[src/rtl/mips_instr_encoder_pkg.sv]
// mips_instr_encoder_pkg: mnemonic codes, MIPS opcode/funct constants, encoder states, field packers
package mips_instr_encoder_pkg;

    // Codes 0..16 are legal; 17..31 are reported as illegal by the encoder.
    typedef enum logic [4:0] {
        M_ADD, M_SUB, M_AND, M_OR, M_SLT, M_JR, M_SYSCALL,
        M_ADDI, M_ADDIU, M_ORI, M_SLTIU, M_LW, M_SW, M_BEQ, M_BNE,
        M_J, M_JAL
    } mnem_e;

    localparam logic [5:0] OP_SPECIAL = 6'h00;
    localparam logic [5:0] OP_J       = 6'h02;
    localparam logic [5:0] OP_JAL     = 6'h03;
    localparam logic [5:0] OP_BEQ     = 6'h04;
    localparam logic [5:0] OP_BNE     = 6'h05;
    localparam logic [5:0] OP_ADDI    = 6'h08;
    localparam logic [5:0] OP_ADDIU   = 6'h09;
    localparam logic [5:0] OP_SLTIU   = 6'h0B;
    localparam logic [5:0] OP_ORI     = 6'h0D;
    localparam logic [5:0] OP_LW      = 6'h23;
    localparam logic [5:0] OP_SW      = 6'h2B;

    localparam logic [5:0] FN_JR      = 6'h08;
    localparam logic [5:0] FN_SYSCALL = 6'h0C;
    localparam logic [5:0] FN_ADD     = 6'h20;
    localparam logic [5:0] FN_SUB     = 6'h22;
    localparam logic [5:0] FN_AND     = 6'h24;
    localparam logic [5:0] FN_OR      = 6'h25;
    localparam logic [5:0] FN_SLT     = 6'h2A;

    typedef enum logic [1:0] {S_IDLE, S_ENCODE, S_EMIT, S_FULL} state_e;

    function automatic logic [31:0] r_word(logic [4:0] rs, logic [4:0] rt, logic [4:0] rd, logic [5:0] fn);
        return {OP_SPECIAL, rs, rt, rd, 5'b0, fn};
    endfunction

    // Only imm[15:0] reaches the word; the upper immediate bits are dropped.
    function automatic logic [31:0] i_word(logic [5:0] op, logic [4:0] rs, logic [4:0] rt, logic [25:0] imm);
        return {op, rs, rt, imm[15:0]};
    endfunction

endpackage

[src/rtl/mips_instr_encoder_if.sv]
// mips_instr_encoder_if: request and encoded-word streams of the instruction encoder
//   request : in_valid/in_ready with in_mnem, in_rs, in_rt, in_rd, in_imm
//   response: out_valid/out_ready with out_word, out_addr
//   master = requester/consumer side, slave = encoder side
interface mips_instr_encoder_if;
    logic        in_valid;
    logic        in_ready;
    logic [4:0]  in_mnem;
    logic [4:0]  in_rs;
    logic [4:0]  in_rt;
    logic [4:0]  in_rd;
    logic [25:0] in_imm;
    logic        out_valid;
    logic        out_ready;
    logic [31:0] out_word;
    logic [31:0] out_addr;

    modport master (
        output in_valid, in_mnem, in_rs, in_rt, in_rd, in_imm, out_ready,
        input  in_ready, out_valid, out_word, out_addr
    );

    modport slave (
        input  in_valid, in_mnem, in_rs, in_rt, in_rd, in_imm, out_ready,
        output in_ready, out_valid, out_word, out_addr
    );
endinterface

[src/rtl/mips_field_pack.sv]
// mips_field_pack: combinational mnemonic + fields -> 32-bit MIPS word and legal flag
//   mnem_i  mnemonic code, rs_i/rt_i/rd_i register fields, imm_i imm16 or jump target
//   word_o  encoded word (0 when illegal), legal_o mnemonic is supported
module mips_field_pack
    import mips_instr_encoder_pkg::*;
(
    input  logic [4:0]  mnem_i,
    input  logic [4:0]  rs_i,
    input  logic [4:0]  rt_i,
    input  logic [4:0]  rd_i,
    input  logic [25:0] imm_i,
    output logic [31:0] word_o,
    output logic        legal_o
);
    always_comb begin
        word_o  = '0;
        legal_o = 1'b1;
        case (mnem_e'(mnem_i))
            M_ADD:     word_o = r_word(rs_i, rt_i, rd_i, FN_ADD);
            M_SUB:     word_o = r_word(rs_i, rt_i, rd_i, FN_SUB);
            M_AND:     word_o = r_word(rs_i, rt_i, rd_i, FN_AND);
            M_OR:      word_o = r_word(rs_i, rt_i, rd_i, FN_OR);
            M_SLT:     word_o = r_word(rs_i, rt_i, rd_i, FN_SLT);
            M_JR:      word_o = r_word(rs_i, 5'b0, 5'b0, FN_JR);
            M_SYSCALL: word_o = r_word(5'b0, 5'b0, 5'b0, FN_SYSCALL);
            M_ADDI:    word_o = i_word(OP_ADDI, rs_i, rt_i, imm_i);
            M_ADDIU:   word_o = i_word(OP_ADDIU, rs_i, rt_i, imm_i);
            M_ORI:     word_o = i_word(OP_ORI, rs_i, rt_i, imm_i);
            M_SLTIU:   word_o = i_word(OP_SLTIU, rs_i, rt_i, imm_i);
            M_LW:      word_o = i_word(OP_LW, rs_i, rt_i, imm_i);
            M_SW:      word_o = i_word(OP_SW, rs_i, rt_i, imm_i);
            M_BEQ:     word_o = i_word(OP_BEQ, rs_i, rt_i, imm_i);
            M_BNE:     word_o = i_word(OP_BNE, rs_i, rt_i, imm_i);
            M_J:       word_o = {OP_J, imm_i};
            M_JAL:     word_o = {OP_JAL, imm_i};
            default:   legal_o = 1'b0;
        endcase
    end
endmodule

[src/rtl/mips_instr_encoder.sv]
// mips_instr_encoder: encodes one mnemonic request at a time into a MIPS word streamed with its imem address
//   clk, reset (async, active-high), clear (sync: count 0, drop in-flight word, clear err)
//   bus   request/response streams (slave side)
//   full  IMEM_WORDS words emitted; err sticky illegal-mnemonic flag
module mips_instr_encoder
    import mips_instr_encoder_pkg::*;
#(
    parameter logic [31:0] BASE_ADDR  = 32'h0000_0000,
    parameter int          IMEM_WORDS = 1024
) (
    input  logic                 clk,
    input  logic                 reset,
    input  logic                 clear,
    mips_instr_encoder_if.slave  bus,
    output logic                 full,
    output logic                 err
);
    localparam int CW = $clog2(IMEM_WORDS + 1);

    state_e         state_q, state_d;
    logic [CW-1:0]  count_q, count_d;
    logic [31:0]    word_q, word_d, pack_word;
    logic           err_q, err_d, legal;
    logic [4:0]     mnem_q, rs_q, rt_q, rd_q;
    logic [25:0]    imm_q;

    mips_field_pack u_pack (
        .mnem_i  (mnem_q),
        .rs_i    (rs_q),
        .rt_i    (rt_q),
        .rd_i    (rd_q),
        .imm_i   (imm_q),
        .word_o  (pack_word),
        .legal_o (legal)
    );

    always_ff @(posedge clk or posedge reset) begin
        if (reset) begin
            state_q <= S_IDLE;
            count_q <= '0;
            word_q  <= '0;
            err_q   <= 1'b0;
            mnem_q  <= '0;
            rs_q    <= '0;
            rt_q    <= '0;
            rd_q    <= '0;
            imm_q   <= '0;
        end else begin
            state_q <= state_d;
            count_q <= count_d;
            word_q  <= word_d;
            err_q   <= err_d;
            if (!clear && state_q == S_IDLE && bus.in_valid) begin
                mnem_q <= bus.in_mnem;
                rs_q   <= bus.in_rs;
                rt_q   <= bus.in_rt;
                rd_q   <= bus.in_rd;
                imm_q  <= bus.in_imm;
            end
        end
    end

    // clear overrides everything, including a handshake in the same cycle.
    always_comb begin
        state_d = state_q;
        count_d = count_q;
        word_d  = word_q;
        err_d   = err_q;
        if (clear) begin
            state_d = S_IDLE;
            count_d = '0;
            err_d   = 1'b0;
        end else begin
            case (state_q)
                S_IDLE:   state_d = bus.in_valid ? S_ENCODE : S_IDLE;
                S_ENCODE: begin
                    word_d  = pack_word;
                    err_d   = err_q | ~legal;
                    state_d = legal ? S_EMIT : S_IDLE;
                end
                S_EMIT: if (bus.out_ready) begin
                    count_d = count_q + 1'b1;
                    state_d = (count_d == CW'(IMEM_WORDS)) ? S_FULL : S_IDLE;
                end
                default: state_d = state_q;
            endcase
        end
    end

    assign bus.in_ready  = state_q == S_IDLE;
    assign bus.out_valid = state_q == S_EMIT;
    assign bus.out_word  = word_q;
    assign bus.out_addr  = BASE_ADDR + (32'(count_q) << 2);
    assign full          = state_q == S_FULL;
    assign err           = err_q;
endmodule
[src/flat_wrapper.sv]
// flat-port wrapper written by rule: the top's interface ports become plain ports
module mips_instr_encoder_flat import mips_instr_encoder_pkg::*;
#(
    parameter logic [31:0] BASE_ADDR  = 32'h0000_0000,
    parameter int          IMEM_WORDS = 1024
)
  (clk, reset, clear, full, err, bus_in_valid, bus_in_mnem, bus_in_rs, bus_in_rt, bus_in_rd, bus_in_imm, bus_out_ready, bus_in_ready, bus_out_valid, bus_out_word, bus_out_addr);
  mips_instr_encoder_if bus_i ();
  input  logic clk;
  input  logic reset;
  input  logic clear;
  output logic full;
  output logic err;
  input wire logic [$bits(bus_i.in_valid)-1:0] bus_in_valid;
  input wire logic [$bits(bus_i.in_mnem)-1:0] bus_in_mnem;
  input wire logic [$bits(bus_i.in_rs)-1:0] bus_in_rs;
  input wire logic [$bits(bus_i.in_rt)-1:0] bus_in_rt;
  input wire logic [$bits(bus_i.in_rd)-1:0] bus_in_rd;
  input wire logic [$bits(bus_i.in_imm)-1:0] bus_in_imm;
  input wire logic [$bits(bus_i.out_ready)-1:0] bus_out_ready;
  output wire logic [$bits(bus_i.in_ready)-1:0] bus_in_ready;
  output wire logic [$bits(bus_i.out_valid)-1:0] bus_out_valid;
  output wire logic [$bits(bus_i.out_word)-1:0] bus_out_word;
  output wire logic [$bits(bus_i.out_addr)-1:0] bus_out_addr;
  assign bus_i.in_valid = bus_in_valid;
  assign bus_i.in_mnem = bus_in_mnem;
  assign bus_i.in_rs = bus_in_rs;
  assign bus_i.in_rt = bus_in_rt;
  assign bus_i.in_rd = bus_in_rd;
  assign bus_i.in_imm = bus_in_imm;
  assign bus_i.out_ready = bus_out_ready;
  assign bus_in_ready = bus_i.in_ready;
  assign bus_out_valid = bus_i.out_valid;
  assign bus_out_word = bus_i.out_word;
  assign bus_out_addr = bus_i.out_addr;
  mips_instr_encoder #(.BASE_ADDR(BASE_ADDR), .IMEM_WORDS(IMEM_WORDS)) u_core (.clk(clk), .reset(reset), .clear(clear), .bus(bus_i), .full(full), .err(err));
endmodule
[config.mk]
export PLATFORM = sky130hd
export DESIGN_NAME = mips_instr_encoder_flat
export DESIGN_NICKNAME = d
export VERILOG_FILES = /design/src/rtl/mips_instr_encoder_pkg.sv /design/src/rtl/mips_instr_encoder_if.sv /design/src/rtl/mips_field_pack.sv /design/src/rtl/mips_instr_encoder.sv /design/src/flat_wrapper.sv
export SDC_FILE = /design/constraint.sdc
export NUM_CORES = 1
export LEC_CHECK = 0
export BUFFER_PORTS_ARGS = -buffer_cell sky130_fd_sc_hd__buf_4
export CORE_MARGIN = 2
export CORE_UTILIZATION = 57
export DETAILED_ROUTE_END_ITERATION = 10
export PLACE_DENSITY = 0.86
export SYNTH_ARGS = -nofsm -noshare
export SYNTH_HDL_FRONTEND = slang
export SYNTH_SLANG_ARGS = --single-unit
[constraint.sdc]
create_clock -name clk -period 5.74 [get_ports clk]
set_clock_uncertainty 0.15 [all_clocks]
set_input_delay 0.861 -clock clk [delete_from_list [all_inputs] [get_ports clk]]
set_output_delay 0.861 -clock clk [all_outputs]
set_load 0.01 [all_outputs]
==> impl_metrics.py <==
metrics = {
    "logic_synthesis": {
        "ys_seq_area_share_pct": 51.17,
        "ys_seq_elements": 91,
        "synth_area_leaders": "dfrtp_1 51%, mux2_2 12%, buf_4 3.7%",
        "synthCells": 396,
        "yosysWarnings": 0,
        "synth_flop_cell": "dfrtp_1",
        "async_reset_ff_share_pct": 100.0,
        "syn_avg_cell_area_um2": 11.24,
        "synth_top_area_cell": "dfrtp_1",
        "netlist.area_leader.share_pct": 51.17,
        "synthesis.area_um2": 4451,
        "synthDistinctLibCells": 56,
        "synth_edf_count": 0,
    },
    "floorplanning": {
        "start_util_pct": 58.20,
        "io_pins": 119,
        "die-area_um2": 8530,
        "coreArea_um2": 7647,
        "rows": 32,
        "die_h_um": 92.36,
        "die_x_um": 92.36,
    },
    "hold_path": {
        "hold_path_class": "reg2reg",
        "worstHoldStart": "u_core.bus.out_word[26]",
        "whs_endpoint": "u_core.bus.out_word[26]",
        "whs_path_depth": 2,
    },
    "grt": {
        "grt_max_degree": 92,
        "grt_pass1_wl_um": 15190,
        "grt-ovfl-total": 0,
        "antenna_found_initial": 0,
        "grt_pass1_vias": 3093,
        "track_usage_pct": 22.66,
    },
    "clock_tree": {
        "cts.sink_count": 91,
        "cts_setup_buffers": 0,
        "cts.clk_slew.worst_paths_ns": 0.09,
        "cts_buffers": 9,
        "cts_hold_buf": 0,
        "cts_tree": "built",
        "clock-root-buffer": "clkbuf_8",
        "insertion_delay_ns": 0.35,
        "ctsLongestPathBuffers": 2,
        "htreeDepth": 3,
        "cts_resized": 0,
    },
    "status": {
        "status": "finished clean",
    },
    "timing": {
        "finalSetupTns_ns": 0,
        "finalCriticalPeriod_ns": 2.396,
        "worst_pin_slew_ns": 1.079,
        "setup_viol": 0,
        "hold_violations": 0,
        "setup_ws_ns": 3.344,
        "slew_violations": 0,
        "max_freq_ghz": 0.4173,
        "rsz0062_at_grt": "no",
        "slew_headroom_pct": 28.03,
        "fin_crit_sh_pct": 41.75,
    },
    "place": {
        "gp_congestion": 0.9263,
        "io_buffers": 96,
        "detailed_place_hpwl_um": 6404,
        "pre_cts_slack_ns": 3.108,
    },
    "cells_and_area": {
        "drive_gt1_share_pct": 35.68,
        "syn_to_final_growth_pct": 18.67,
        "final_nets": 534,
        "diodes": 0,
        "fillers": 583,
    },
    "detailed_routing": {
        "via_count": 3245,
        "wirelength_um": 9257,
        "drtIter0Drc": 250,
        "via_per_inst": 5.557,
        "drc": 0,
        "drtAntennaViolNets": 0,
        "detail_route.first_pass.iterations": 4,
        "wl_per_cell_um": 15.85,
    },
    "critical_path": {
        "worstSetupPathType": "reg2reg",
        "worstReg2RegEnd": "u_core.bus.out_word[6]",
        "end_kind": "register",
        "r2r_setup_slack_ns": 3.34,
        "path_max_fanout": 20,
        "worstPathRequired_ns": 5.88,
        "crit_arrival_ns": 2.54,
        "r2r_cells": 4,
        "r2r-start": "u_core.mnem_q[0]",
        "cp-start-kind": "register",
    },
    "pwr": {
        "clockPowerShare_pct": 22.7,
        "switchingPower_uw": 546.3,
        "seq_power_share_pct": 51.4,
        "p_comb_share_pct": 25.9,
        "p_leak_nw": 2.465,
        "p_per_area_nw_per_um2": 329.5,
        "ir_drop_mv": 0.2037,
        "p_int_mw": 1.194,
        "switching_share_pct": 31.40,
    },
    "run": {
        "maxCapViolations": 0,
    },
}
cells by family (layout without fill, tap and decap cells):
group	count (synthesis)	after routing	synth area share, %
compound gates	69	69	12.54
xor+xnor	15	15	2.952
fa+ha+maj	7	7	1.912
buf+inv	56	121	7.253
flops	91	91	51.17
mux	47	47	11.86
other cells	1	22	0.08426
simple gates	110	110	12.23
area by class of cell:
class / instances / area, um^2 / area share (%)
Clock buffer: 11 / 141.4 / 2.677
Clock inverter: 5 / 37.54 / 0.7107
Tap cell: 102 / 127.6 / 2.416
Multi-Input combinational cell: 270 / 1929 / 36.53
Inverter: 6 / 25.02 / 0.4738
Sequential cell: 91 / 2277 / 43.12
Timing Repair Buffer: 99 / 743.2 / 14.07
layer usage:
layer  vias up  part of all wire, %  GRT usage, %
met3        16                  6.6         5.452
met4         0                  1.5         8.333
met2       114                   48         35.28
met5         -                    0             0
met1      1585                   44         31.20
li1       1530                    -             -
cell usage after synthesis (2+ instances only):
cell type and instances:
a21oi_1 10, a221oi_1 11, a22o_1 2, a22o_2 6
a2bb2oi_1 3, a31oi_1 3, a32o_1 3, a32oi_1 5
and2_1 2, and3_1 5, and4_1 2, buf_1 2
buf_2 11, buf_4 22, buf_6 2, clkbuf_1 12
dfrtp_1 91, ha_1 6, inv_1 6, mux2_2 46
nand2_1 24, nand2b_1 5, nand3_1 5, nand4_1 8
nor2_1 43, nor2b_1 3, nor3_1 2, o21ai_0 12
o22a_1 2, o22ai_1 2, or3_1 2, xnor2_1 6
xor2_1 9
critical path: stages (launching register included):
cell,delay [ns]
dfrtp_1,0.65
o41a_1,0.56
nor2_1,0.46
and2_1,0.33
a22o_2,0.18
state kept, by name, indices dropped and copies added (netlist names):
register	cells
u_core.rd_q	5
u_core.rs_q	5
u_core.err	1
u_core.state_q	2
u_core.imm_q	26
u_core.rt_q	5
u_core.bus.out_word	31
u_core.count_q	11
u_core.mnem_q	5
placed cells by master (no fill, tap or decap), types with 3 or more instances in the layout:
cell type and count:
a21oi_1 10, a221oi_1 11, a22o_2 6, a2bb2oi_1 3, a31oi_1 3, a32o_1 3
a32oi_1 5, and3_1 5, buf_4 99, clkbuf_8 10, conb_1 22, dfrtp_1 91
ha_1 6, inv_1 5, mux2_2 46, nand2_1 24, nand2b_1 5, nand3_1 5
nand4_1 8, nor2_1 43, nor2b_1 3, o21ai_0 12, xnor2_1 6, xor2_1 9
metrics by stage:
stage          std cells  cell area [um^2]  utilization, %  total power, mW  hold slack, ns
2_1_floorplan        417              4529               -            1.165          0.3012
3_3_place_gp         568              5102           66.72            1.333          0.3187
3_5_place_dp         568              5102           66.72            1.357          0.3220
4_1_cts              584              5281           69.06            1.749          0.3412
5_1_grt              584              5281           69.06            1.835          0.3724
6_report             584              5281           69.06            1.740          0.3340
worst max path at each step:
| stage | slack, ns | start | depth (start not counted) | endpoint |
|---|---|---|---|---|
| after global routing | 3.23 | u_core.mnem_q[0] | 4 | u_core.bus.out_word[7] |
| after CTS | 3.35 | u_core.state_q[0] | 3 | bus_out_valid |
| after floorplan | 2.37 | reset | 1 | u_core.bus.out_word[0] |
| after global placement | 3.24 | clear | 6 | u_core.bus.out_word[8] |
| final | 3.34 | u_core.mnem_q[0] | 4 | u_core.bus.out_word[6] |
| after detailed placement | 3.11 | clear | 6 | u_core.bus.out_word[8] |
power groups by stage:
stage | sequential (mW) | combinational, mW | clock, mW
after detailed placement | 0.902 | 0.455 | 0
after global placement | 0.895 | 0.438 | 0
after CTS | 0.892 | 0.457 | 0.401
after global routing | 0.911 | 0.496 | 0.428
after floorplan | 0.884 | 0.280 | 0
final | 0.894 | 0.451 | 0.395
Power figures use the tool's default switching activity.
